<file path="config.mk">
export PLATFORM = sky130hd
export DESIGN_NAME = unified_mem_arbiter_flat
export DESIGN_NICKNAME = d
export VERILOG_FILES = /design/src/rtl/unified_mem_arbiter_if.sv /design/src/rtl/unified_mem_arbiter.sv /design/src/flat_wrapper.sv
export SDC_FILE = /design/constraint.sdc
export NUM_CORES = 1
export LEC_CHECK = 0
export CAP_MARGIN = 0
export CELL_PAD_IN_SITES_DETAIL_PLACEMENT = 1
export CELL_PAD_IN_SITES_GLOBAL_PLACEMENT = 1
export CORE_MARGIN = 5
export CORE_UTILIZATION = 28
export DETAILED_ROUTE_END_ITERATION = 8
export PLACE_DENSITY_LB_ADDON = 0.1
export SYNTH_ARGS = -nofsm -noshare
export SYNTH_HDL_FRONTEND = slang
export SYNTH_SLANG_ARGS = --single-unit
</file>
<file path="constraint.sdc">
create_clock -name clk -period 11.35 [get_ports clk]
set_input_delay 1.135 -clock clk [delete_from_list [all_inputs] [get_ports clk]]
set_output_delay 1.135 -clock clk [all_outputs]
set_load 0.05 [all_outputs]
</file>
<file path="src/rtl/unified_mem_arbiter_if.sv">
// Bundle between the arbiter, its two requesters (IF fetch, MEM load/store) and the shared memory.
// The slave view belongs to the arbiter; the master view belongs to whoever drives requests and memory.
interface unified_mem_arbiter_if #(
  parameter int ADDR_W = 32,
  parameter int DATA_W = 32
);
  logic              if_req;
  logic [ADDR_W-1:0] if_addr;
  logic              if_ready;
  logic [DATA_W-1:0] if_rdata;

  logic              dm_req;
  logic              dm_we;
  logic [ADDR_W-1:0] dm_addr;
  logic [DATA_W-1:0] dm_wdata;
  logic              dm_ready;
  logic [DATA_W-1:0] dm_rdata;

  logic              mem_en;
  logic              mem_we;
  logic [ADDR_W-1:0] mem_addr;
  logic [DATA_W-1:0] mem_wdata;
  logic [DATA_W-1:0] mem_rdata;

  logic              busy;
  logic              stall;

  modport slave (
    input  if_req, if_addr, dm_req, dm_we, dm_addr, dm_wdata, mem_rdata,
    output if_ready, if_rdata, dm_ready, dm_rdata,
    output mem_en, mem_we, mem_addr, mem_wdata, busy, stall
  );

  modport master (
    output if_req, if_addr, dm_req, dm_we, dm_addr, dm_wdata, mem_rdata,
    input  if_ready, if_rdata, dm_ready, dm_rdata,
    input  mem_en, mem_we, mem_addr, mem_wdata, busy, stall
  );
endinterface

</file>
<file path="src/rtl/unified_mem_arbiter.sv">
// Shares one single-port fixed-latency memory between instruction fetch and data load/store,
// one transaction at a time, with data priority and a fetch anti-starvation override.
module unified_mem_arbiter #(
  parameter int ADDR_W     = 32,
  parameter int DATA_W     = 32,
  parameter int LATENCY    = 2,
  parameter int STARVE_MAX = 4
) (
  input  logic                  clk,
  input  logic                  reset,
  unified_mem_arbiter_if.slave  bus
);

  localparam int CNT_W = (LATENCY > 1) ? $clog2(LATENCY) : 1;
  localparam int STV_W = $clog2(STARVE_MAX + 1);
  localparam logic [CNT_W-1:0] WAIT_LOAD  = CNT_W'(LATENCY - 1);
  localparam logic [STV_W-1:0] STARVE_LIM = STV_W'(STARVE_MAX);

  typedef enum logic [1:0] {S_IDLE, S_ISSUE, S_WAIT, S_RESP} state_e;
  typedef enum logic {OWN_IF, OWN_DM} owner_e;

  state_e            state_q,    state_d;
  owner_e            owner_q,    owner_d;
  logic [ADDR_W-1:0] addr_q,     addr_d;
  logic              we_q,       we_d;
  logic [DATA_W-1:0] wdata_q,    wdata_d;
  logic [CNT_W-1:0]  wait_cnt_q, wait_cnt_d;
  logic [STV_W-1:0]  starve_q,   starve_d;
  logic [DATA_W-1:0] if_rdata_q, if_rdata_d;
  logic [DATA_W-1:0] dm_rdata_q, dm_rdata_d;

  logic if_pend, dm_pend, arb_point, grant_dm, grant_if;
  logic if_ready, dm_ready;

  // In RESP the served requester still holds its (now completed) request, so it is masked out.
  always_comb begin
    if_pend   = bus.if_req;
    dm_pend   = bus.dm_req;
    if (state_q == S_RESP) begin
      if (owner_q == OWN_DM) dm_pend = 1'b0;
      else                   if_pend = 1'b0;
    end
    arb_point = (state_q == S_IDLE) || (state_q == S_RESP);
    grant_dm  = arb_point && dm_pend && !(if_pend && (starve_q == STARVE_LIM));
    grant_if  = arb_point && if_pend && !grant_dm;
  end

  // NOTE: every signal written here gets a default first, so no path can infer a latch.
  always_comb begin
    state_d    = state_q;
    owner_d    = owner_q;
    addr_d     = addr_q;
    we_d       = we_q;
    wdata_d    = wdata_q;
    wait_cnt_d = wait_cnt_q;
    starve_d   = starve_q;
    if_rdata_d = if_rdata_q;
    dm_rdata_d = dm_rdata_q;

    unique case (state_q)
      S_IDLE, S_RESP: begin
        if (grant_dm) begin
          state_d = S_ISSUE;
          owner_d = OWN_DM;
          addr_d  = bus.dm_addr;
          we_d    = bus.dm_we;
          wdata_d = bus.dm_wdata;
        end else if (grant_if) begin
          state_d = S_ISSUE;
          owner_d = OWN_IF;
          addr_d  = bus.if_addr;
          we_d    = 1'b0;
          wdata_d = '0;
        end else begin
          state_d = S_IDLE;
        end
      end
      S_ISSUE: begin
        state_d    = S_WAIT;
        wait_cnt_d = WAIT_LOAD;
      end
      S_WAIT: begin
        if (wait_cnt_q == '0) begin
          state_d = S_RESP;
          if (owner_q == OWN_DM) dm_rdata_d = bus.mem_rdata;
          else                   if_rdata_d = bus.mem_rdata;
        end else begin
          wait_cnt_d = wait_cnt_q - 1'b1;
        end
      end
      default: state_d = S_IDLE;
    endcase

    // Counts data grants that overtook a waiting fetch; a fetch grant resets the tally.
    if (grant_if) begin
      starve_d = '0;
    end else if (grant_dm && if_pend && (starve_q != STARVE_LIM)) begin
      starve_d = starve_q + 1'b1;
    end
  end

  // NOTE: sequential state uses non-blocking assignments so all flops update together.
  always_ff @(posedge clk or posedge reset) begin
    if (reset) begin
      state_q    <= S_IDLE;
      owner_q    <= OWN_IF;
      addr_q     <= '0;
      we_q       <= 1'b0;
      wdata_q    <= '0;
      wait_cnt_q <= '0;
      starve_q   <= '0;
      if_rdata_q <= '0;
      dm_rdata_q <= '0;
    end else begin
      state_q    <= state_d;
      owner_q    <= owner_d;
      addr_q     <= addr_d;
      we_q       <= we_d;
      wdata_q    <= wdata_d;
      wait_cnt_q <= wait_cnt_d;
      starve_q   <= starve_d;
      if_rdata_q <= if_rdata_d;
      dm_rdata_q <= dm_rdata_d;
    end
  end

  assign if_ready = (state_q == S_RESP) && (owner_q == OWN_IF);
  assign dm_ready = (state_q == S_RESP) && (owner_q == OWN_DM);

  assign bus.if_ready  = if_ready;
  assign bus.dm_ready  = dm_ready;
  assign bus.if_rdata  = if_rdata_q;
  assign bus.dm_rdata  = dm_rdata_q;
  assign bus.mem_en    = (state_q == S_ISSUE);
  assign bus.mem_we    = (state_q == S_ISSUE) && we_q;
  assign bus.mem_addr  = addr_q;
  assign bus.mem_wdata = wdata_q;
  assign bus.busy      = (state_q != S_IDLE);
  assign bus.stall     = (bus.if_req && !if_ready) || (bus.dm_req && !dm_ready);

endmodule
</file>
<file path="src/flat_wrapper.sv">
// flat-port wrapper written by rule: the top's interface ports become plain ports
module unified_mem_arbiter_flat 
#(
  parameter int ADDR_W     = 32,
  parameter int DATA_W     = 32,
  parameter int LATENCY    = 2,
  parameter int STARVE_MAX = 4
)
  (clk, reset, bus_if_req, bus_if_addr, bus_dm_req, bus_dm_we, bus_dm_addr, bus_dm_wdata, bus_mem_rdata, bus_if_ready, bus_if_rdata, bus_dm_ready, bus_dm_rdata, bus_mem_en, bus_mem_we, bus_mem_addr, bus_mem_wdata, bus_busy, bus_stall);
  unified_mem_arbiter_if #(.ADDR_W(ADDR_W), .DATA_W(DATA_W)) bus_i ();
  input  logic clk;
  input  logic reset;
  input wire logic [$bits(bus_i.if_req)-1:0] bus_if_req;
  input wire logic [$bits(bus_i.if_addr)-1:0] bus_if_addr;
  input wire logic [$bits(bus_i.dm_req)-1:0] bus_dm_req;
  input wire logic [$bits(bus_i.dm_we)-1:0] bus_dm_we;
  input wire logic [$bits(bus_i.dm_addr)-1:0] bus_dm_addr;
  input wire logic [$bits(bus_i.dm_wdata)-1:0] bus_dm_wdata;
  input wire logic [$bits(bus_i.mem_rdata)-1:0] bus_mem_rdata;
  output wire logic [$bits(bus_i.if_ready)-1:0] bus_if_ready;
  output wire logic [$bits(bus_i.if_rdata)-1:0] bus_if_rdata;
  output wire logic [$bits(bus_i.dm_ready)-1:0] bus_dm_ready;
  output wire logic [$bits(bus_i.dm_rdata)-1:0] bus_dm_rdata;
  output wire logic [$bits(bus_i.mem_en)-1:0] bus_mem_en;
  output wire logic [$bits(bus_i.mem_we)-1:0] bus_mem_we;
  output wire logic [$bits(bus_i.mem_addr)-1:0] bus_mem_addr;
  output wire logic [$bits(bus_i.mem_wdata)-1:0] bus_mem_wdata;
  output wire logic [$bits(bus_i.busy)-1:0] bus_busy;
  output wire logic [$bits(bus_i.stall)-1:0] bus_stall;
  assign bus_i.if_req = bus_if_req;
  assign bus_i.if_addr = bus_if_addr;
  assign bus_i.dm_req = bus_dm_req;
  assign bus_i.dm_we = bus_dm_we;
  assign bus_i.dm_addr = bus_dm_addr;
  assign bus_i.dm_wdata = bus_dm_wdata;
  assign bus_i.mem_rdata = bus_mem_rdata;
  assign bus_if_ready = bus_i.if_ready;
  assign bus_if_rdata = bus_i.if_rdata;
  assign bus_dm_ready = bus_i.dm_ready;
  assign bus_dm_rdata = bus_i.dm_rdata;
  assign bus_mem_en = bus_i.mem_en;
  assign bus_mem_we = bus_i.mem_we;
  assign bus_mem_addr = bus_i.mem_addr;
  assign bus_mem_wdata = bus_i.mem_wdata;
  assign bus_busy = bus_i.busy;
  assign bus_stall = bus_i.stall;
  unified_mem_arbiter #(.ADDR_W(ADDR_W), .DATA_W(DATA_W), .LATENCY(LATENCY), .STARVE_MAX(STARVE_MAX)) u_core (.clk(clk), .reset(reset), .bus(bus_i));
endmodule
</file>
==> results of run 1 <==
[layout by cell type (no fill, tap or decap), types with 2 or more instances in the layout]
| cell | synthesis | final |
|---|---|---|
| inv_1 | 8 | 7 |
| a311oi_2 | 30 | 30 |
| clkdlybuf4s50_1 | 0 | 266 |
| clkinv_4 | 0 | 2 |
| nor2_2 | 1 | 2 |
| clkinvlp_4 | 0 | 5 |
| or3_1 | 2 | 2 |
| a2bb2oi_1 | 32 | 32 |
| nor2_1 | 5 | 3 |
| nand2_1 | 6 | 6 |
| and2_1 | 2 | 2 |
| inv_6 | 0 | 6 |
| clkbuf_16 | 0 | 17 |
| mux2_2 | 64 | 64 |
| a22o_1 | 34 | 34 |
| ha_1 | 6 | 6 |
| o21ai_0 | 35 | 35 |
| dfrtp_1 | 136 | 136 |
| a311oi_1 | 2 | 2 |
| buf_4 | 0 | 6 |
[power groups by stage]
stage	registers [uW]	clock network, uW	logic, uW
4_1_cts	863	539	2150
3_5_place_dp	866	0	2150
5_1_grt	890	560	2230
6_report	859	519	2120
2_1_floorplan	1620	0	689
3_3_place_gp	855	0	2120
[per-stage QoR]
step | hold WS, ns | area, um^2 | instances | util [%] | power [uW]
after floorplan | 0.445 | 5840 | 416 | - | 2310
after global placement | 0.467 | 8730 | 921 | 42.9 | 2970
after detailed placement | 0.473 | 8730 | 921 | 42.9 | 3010
after CTS | 0.483 | 9280 | 953 | 45.6 | 3560
after global routing | 0.521 | 9280 | 953 | 45.6 | 3680
final | 0.484 | 9280 | 953 | 45.6 | 3500
[worst max-delay path by stage]
stage,cells after the start,startpoint,endpoint
4_1_cts,4,bus_dm_req,bus_stall
2_1_floorplan,1,reset,u_core.bus.dm_rdata[0]
3_3_place_gp,5,bus_if_req,u_core.bus.mem_wdata[4]
6_report,4,bus_dm_req,bus_stall
5_1_grt,4,bus_dm_req,bus_stall
3_5_place_dp,5,bus_if_req,u_core.bus.mem_wdata[13]
[cell type report]
| cell class | instances | area [um^2] | area share (%) |
|---|---|---|---|
| Sequential cell | 136 | 3400 | 36.7 |
| Timing Repair Buffer | 272 | 2710 | 29.2 |
| Multi-Input combinational cell | 234 | 2240 | 24.1 |
| Clock buffer | 19 | 443 | 4.77 |
| Tap cell | 270 | 338 | 3.64 |
| Clock inverter | 13 | 110 | 1.19 |
| Inverter | 9 | 38.8 | 0.418 |
[routing by layer]
metal  wire [um]  vias up  global-route usage (%)  part of all wire, %
met5           0        -                       0                    0
met4         328        0                    5.17                  1.7
met3        1900       16                    7.43                  9.9
met2        9250      170                    26.0                   48
met1        7770     2344                    18.5                   40
li1            -     2087                       -                    -
[logic make-up (layout without fill, tap and decap cells)]
family                     count (synthesis)  count (layout)
AOI/OAI and AO/OA                        140             140
and+or+nand+nor                           23              23
buffers and inverters                     46             313
adders and majority gates                  6               6
muxes                                     65              65
DFF                                      136             136
[worst max-delay path: stages]
cell	delay (ns)
clkdlybuf4s50_1	0.52
a21bo_2	0.28
nand2_1	0.08
clkdlybuf4s50_1	0.82
[sequential cells by signal, indices dropped and copies added (netlist names)]
register,flops
u_core.bus.dm_rdata,32
u_core.wait_cnt_q,1
u_core.owner_q,1
u_core.starve_q,3
u_core.bus.if_rdata,32
u_core.state_q,2
u_core.bus.mem_addr,32
u_core.bus.mem_wdata,32
u_core.we_q,1
==> impl_metrics.json, run 1 <==
{
  "r2r_cells": 5,
  "area_delta_synth_final_pct": 58.9,
  "cts_setup_buffers": 0,
  "path_clk_slew_ns": 0.05,
  "min_path_cells": 1,
  "tns_ns": 0,
  "die_x_um": 154,
  "synthXorXnorAreaFrac_pct": 0,
  "synth.avg_cell_area_um2": 14.0,
  "vias_per_cell": 4.84,
  "wl_um": 19300,
  "grt_antenna_before_repair": 0,
  "ios": 267,
  "finalCritPeriodShare_pct": 35.0,
  "synth-seq-cells": 136,
  "synth_top_family_by_area": "compound AO/OA/AOI/OAI gates",
  "drcViolationCount": 0,
  "slew_headroom_pct": 13.8,
  "placementRows": 52,
  "synth_flop_cell": "dfrtp_1",
  "drtIter0Drc": 136,
  "p_leak_uw": 0.00371,
  "async_flop_share_pct": 100,
  "setup_slack_ns": 7.37,
  "place_congestion": 0.751,
  "synth_area_um2": 5840,
  "dp_hpwl_um": 13600,
  "drv_cap": 0,
  "grt_pass1_vias": 5248,
  "num-nets-final": 809,
  "hold_class": "reg2reg",
  "vias": 4617,
  "cts_tree": "done",
  "synth_simple_gate_area_share_pct": 2.10,
  "grt_pass1_wl_um": 30000,
  "synth_compound_area_share_pct": 21.8,
  "yosys_warnings": 0,
  "nFillCells": 2106,
  "r2r_slack_ns": 8.14,
  "switchingPower_uw": 1700,
  "final-hold-violation-count": 0,
  "irDropWorstVdd_mv": 0.208,
  "syn_nets": 555,
  "synth-adder-area-share_pct": 1.29,
  "postCtsHoldBufs": 0,
  "cts-resized-gates": 0,
  "synthCells": 416,
  "cts_max_level": 4,
  "hold_start": "u_core.starve_q[2]",
  "layout-drive-gt1-share_pct": 21.1,
  "run_status": "finished, final reports clean",
  "dieArea_um2": 23800,
  "synth_top_cells_by_count": "136 x dfrtp_1, 64 x mux2_2, 35 x o21ai_0, 34 x a22o_1, 32 x a2bb2oi_1",
  "ys_types": 32,
  "clk_latency_ns": 0.41,
  "rsz0062_at_grt": "no",
  "cts_buffers": 17,
  "synth_enable_flop_cells": 0,
  "finClkSkew_ns": 0.0131,
  "wl_per_cell_um": 20.2,
  "ys_seq_area_share_pct": 58.3,
  "synth_area_leader_cell": "dfrtp_1",
  "start_kind": "primary input",
  "antenna_left": 0,
  "reg2reg_to": "u_core.bus.mem_wdata[13]",
  "slew_violations": 0,
  "globalRouteTotalUtil_pct": 15.9,
  "min_to": "u_core.starve_q[2]",
  "synth_top_area_share_pct": 58.3,
  "comb_power_share_pct": 60.7,
  "preCtsSetupSlack_ns": 7.25,
  "synth_most_common_cell": "dfrtp_1",
  "fmax_mhz": 251,
  "synthMuxAreaShare_pct": 12.5,
  "grt_max_degree": 72,
  "p_per_area_nw_per_um2": 377,
  "firstDrtPassIters": 4,
  "crit_type": "in2out",
  "p_clk_share_pct": 14.8,
  "cp-end-kind": "output pin",
  "power.internal_uw": 1800,
  "tightest_slew_ns": 1.29,
  "clock_sinks": 136,
  "num_antenna_cells": 0,
  "critPathMaxFanout": 4,
  "synthTopCellsByArea": "dfrtp_1 58%, mux2_2 12%, a311oi_2 7.7%",
  "portBuffers": 266,
  "period_needed_ns": 3.98,
  "globalRouteOverflowTotal": 0,
  "cts-root-buf": "clkbuf_16",
  "seq_power_share_pct": 24.5,
  "start_util_pct": 28.7,
  "sw_frac_of_total_pct": 48.6,
  "arrival_ns": 2.84,
  "design.core.area_um2": 20400,
  "worstPathRequired_ns": 10.22,
  "r2r-start": "u_core.state_q[0]",
  "die_y_um": 154,
  "finalSetupViolCount": 0,
  "clock_path_buffers": 2
}
(Power assumes the default switching activity.)
==> run 2, diff against run 1 <==
- clock period: 11.35 -> 3.95 ns (I/O delays scaled with it)
==> impl_metrics.json, run 2 (synthesis results as in run 1) <==
{
  "run_status": "finished, final reports clean",
  "start_util_pct": 28.7,
  "highest_layer": "met4",
  "seq_power_share_pct": 24.2,
  "switchingPower_uw": 4960,
  "p_leak_uw": 0.00376,
  "clock_sinks": 136,
  "reg2reg_to": "u_core.bus.mem_wdata[6]",
  "period_needed_ns": 2.65,
  "worstPathRequired_ns": 3.56,
  "wl_met3_um": 2140,
  "p_per_area_nw_per_um2": 1090,
  "clk_latency_ns": 0.42,
  "critPathMaxFanout": 4,
  "irDropWorstVdd_mv": 0.658,
  "ios": 267,
  "arrival_ns": 2.25,
  "wl_per_cell_um": 20.4,
  "timing.critical_path.to": "bus_stall",
  "dieArea_um2": 23800,
  "area_delta_synth_final_pct": 60.2,
  "placementRows": 52,
  "route.met2.wl_um": 9290,
  "total_power_uw": 10200,
  "firstDrtPassIters": 5,
  "dp_hpwl_um": 13700,
  "finClkSkew_ns": 0.0117,
  "vias": 4647,
  "grt_antenna_before_repair": 0,
  "globalRouteTotalUtil_pct": 16.2,
  "final-hold-violation-count": 0,
  "design.core.area_um2": 20400,
  "cts_buffers": 17,
  "cp-end-kind": "output pin",
  "r2r-start": "u_core.state_q[0]",
  "antenna_left": 0,
  "slew_headroom_pct": 14.3,
  "r2r_cells": 5,
  "grt_pass1_vias": 5280,
  "holdWs_ns": 0.456,
  "grt_max_degree": 87,
  "start_kind": "flip-flop",
  "sw_frac_of_total_pct": 48.6,
  "worstSetupStartpoint": "u_core.state_q[0]",
  "globalRouteOverflowTotal": 0,
  "cts_tree": "done",
  "p_clk_share_pct": 15.5,
  "tightest_slew_ns": 1.29,
  "clock_path_buffers": 2,
  "num-nets-final": 813,
  "cts-resized-gates": 0,
  "hold_class": "in2async",
  "cts-root-buf": "clkbuf_16",
  "finalCritPeriodShare_pct": 67.1,
  "grt_pass1_wl_um": 30700,
  "final_common_cell": "clkdlybuf4s50_1",
  "wl_um": 19500,
  "portBuffers": 266,
  "power.internal_uw": 5250,
  "cts_max_level": 4,
  "comb_power_share_pct": 60.3,
  "cts_setup_buffers": 0,
  "drcViolationCount": 0,
  "finalSetupViolCount": 0,
  "place_congestion": 0.765,
  "num_antenna_cells": 0,
  "slew_violations": 0,
  "rsz0062_at_grt": "no",
  "postCtsHoldBufs": 0,
  "layout-drive-gt1-share_pct": 21.5,
  "die_y_um": 154,
  "r2r_slack_ns": 1.50,
  "vias_per_cell": 4.86,
  "fmax_mhz": 377,
  "die_x_um": 154,
  "tns_ns": 0,
  "instances_no_fill": 957,
  "place_inst": 925,
  "path_clk_slew_ns": 0.06,
  "drtIter0Drc": 151,
  "drt-met1-wl_um": 7910,
  "most-common-layout-cells": "266 x clkdlybuf4s50_1, 136 x dfrtp_1, 64 x mux2_2",
  "drv_cap": 0,
  "crit_type": "reg2out"
}
[run 2: per-stage QoR]
| step | worst slack (ns) | cell area (um^2) | utilization (%) |
|---|---|---|---|
| floorplan | 1.85 | 5840 | - |
| CTS | 1.27 | 9360 | 45.9 |
| detailed placement | 1.29 | 8770 | 43.1 |
| finish | 1.30 | 9360 | 45.9 |
| global placement | 1.41 | 8770 | 43.1 |
| global route | 1.20 | 9360 | 45.9 |
[run 2: how the worst min path moves through the flow]
stage,cells past startpoint,startpoint,to,slack (ns)
6_report,3,reset,u_core.bus.dm_rdata[29],0.46
5_1_grt,3,reset,u_core.bus.if_rdata[29],0.51
4_1_cts,3,reset,u_core.bus.dm_rdata[12],0.48
3_5_place_dp,1,u_core.starve_q[2],u_core.starve_q[2],0.47
3_3_place_gp,1,u_core.starve_q[2],u_core.starve_q[2],0.47
2_1_floorplan,1,u_core.starve_q[2],u_core.starve_q[2],0.44
[run 2: per-layer routing]
layer | track usage, % | up-vias
met2 | 25.4 | 181
li1 | - | 2098
met3 | 9.02 | 20
met5 | 0 | -
met4 | 3.53 | 0
met1 | 19.7 | 2348
[run 2: layout make-up]
type                       instances  area [um^2]
clock buffer                      18          429
clock inverter                    14          158
fill                            2083        11000
inverter                           9         37.5
multi-input combinational        234         2240
sequential                       136         3400
tap                              270          338
timing repair buffer             276         2750
[run 2: critical path, stage by stage (launching register included)]
cell and delay, ns:
dfrtp_1 0.41, ha_1 0.26, a21bo_2 0.27, nand2_1 0.08, clkdlybuf4s50_1 0.82
[run 2: power groups by stage]
stage          Clock (uW)  Sequential, uW  Combinational [uW]
2_1_floorplan           0            4650                1980
3_3_place_gp            0            2450                6120
3_5_place_dp            0            2490                6210
4_1_cts              1640            2480                6240
5_1_grt              1710            2560                6460
6_report             1590            2470                6160
==> run 3, diff against run 2 <==
- clock period: 3.95 -> 2.3 ns (I/O delays scaled with it)
==> impl_metrics.json, run 3 (synthesis results as in run 1) <==
{
  "run_status": "finished, final reports clean",
  "final-hold-violation-count": 0,
  "cts_tree": "done",
  "slew_violations": 0,
  "preCtsSetupSlack_ns": 0.181,
  "wl_per_cell_um": 20.4,
  "p_leak_uw": 0.00383,
  "num-nets-final": 823,
  "finClkSkew_ns": 0.00731,
  "cts-root-buf": "clkbuf_16",
  "vias_per_cell": 4.79,
  "layout-drive-gt1-share_pct": 23.2,
  "cts-resized-gates": 0,
  "globalRouteOverflowTotal": 0,
  "hold_class": "in2async",
  "design.core.area_um2": 20400,
  "cts_setup_buffers": 0,
  "arrival_ns": 1.94,
  "tightest_slew_ns": 0.556,
  "worstSetupStartpoint": "u_core.state_q[1]",
  "start_util_pct": 28.7,
  "placed_cell_area_um2": 8940,
  "clock_path_buffers": 2,
  "place_congestion": 0.772,
  "ios": 267,
  "clock_sinks": 136,
  "portBuffers": 266,
  "setup_slack_ns": 0.131,
  "start_kind": "flip-flop",
  "grt_pass1_vias": 5249,
  "grt_antenna_before_repair": 1,
  "tns_ns": 0,
  "r2r-start": "u_core.state_q[0]",
  "drv_cap": 0,
  "p_per_area_nw_per_um2": 1860,
  "dieArea_um2": 23800,
  "clk_latency_ns": 0.41,
  "die_y_um": 154,
  "crit_type": "reg2out",
  "antenna_left": 0,
  "final_common_cell": "clkdlybuf4s50_1",
  "worstPathRequired_ns": 2.07,
  "cts_buffers": 17,
  "fmax_mhz": 461,
  "placementRows": 52,
  "slew_headroom_pct": 62.8,
  "finalSetupViolCount": 0,
  "r2r_slack_ns": 0.24,
  "drcViolationCount": 0,
  "rsz0062_at_grt": "no",
  "dp_hpwl_um": 14100,
  "cp-end-kind": "output pin",
  "irDropWorstVdd_mv": 0.793,
  "period_needed_ns": 2.17,
  "globalRouteTotalUtil_pct": 16.1,
  "fin_area_um2": 9490,
  "critPathMaxFanout": 3,
  "grt_pass1_wl_um": 30500,
  "grt_max_degree": 46,
  "cts_max_level": 4,
  "area_delta_synth_final_pct": 62.5,
  "wl_um": 19700,
  "die_x_um": 154,
  "vias": 4641,
  "drtIter0Drc": 121,
  "most-common-layout-cells": "261 x clkdlybuf4s50_1, 136 x dfrtp_1, 64 x mux2_2",
  "firstDrtPassIters": 4,
  "finalCritPeriodShare_pct": 94.3,
  "path_clk_slew_ns": 0.06,
  "postCtsHoldBufs": 0
}
==> run 3: cell count changes in the layout (fill, tap and decap cells not counted), moves of 2 or more <==
cell             change
buf_12               +9
buf_4                +6
inv_8                -2
clkdlybuf4s50_1      -5
clkinvlp_4           +3
==> run 3: final cells by class <==
| cell class | count | area, um^2 |
|---|---|---|
| Antenna cell | 1 | 2.50 |
| Clock buffer | 19 | 433 |
| Clock inverter | 13 | 111 |
| Fill cell | 2075 | 10900 |
| Inverter | 9 | 37.5 |
| Multi-Input combinational cell | 234 | 2240 |
| Sequential cell | 136 | 3400 |
| Tap cell | 270 | 338 |
| Timing Repair Buffer | 286 | 2930 |
==> run 3: final timing paths <==
kind | endpoint | depth (start not counted)
worst max register to register | u_core.bus.mem_addr[3] | 7
worst min-delay path | u_core.bus.if_rdata[30] | 2
min in group clk | u_core.bus.mem_addr[14] | 3
worst min register to register | u_core.starve_q[2] | 1
max in group asynchronous | u_core.bus.mem_addr[17] | 3
worst max-delay path | bus_mem_en | 3
==> run 3: report_power, final <==
group          switching, uW  internal (uW)
Combinational           6710           4120
Clock                   1150           1410
Sequential               666           3580
==> run 3: worst max-delay path: stages, from the launching register on <==
cell and delay [ns]:
dfrtp_1 0.41, inv_1 0.11, ha_1 0.18, clkdlybuf4s50_1 0.83
==> run 3: metrics by stage <==
step	total power, uW	std cells	utilization, %	hold slack (ns)
floorplan	11400	416	-	0.363
global placement	15000	935	43.9	0.466
detailed placement	15200	935	43.9	0.466
CTS	17900	967	46.6	0.209
global route	18500	968	46.6	0.231
finish	17600	968	46.6	0.211
==> run 3: metal layers <==
layer / vias up / GRT usage (%) / wire length, um
met3: 22 / 7.18 / 1810
met2: 174 / 25.1 / 9140
met5: - / 0 / 0
met1: 2327 / 20.1 / 8400
met4: 0 / 5.26 / 354
li1: 2118 / - / -
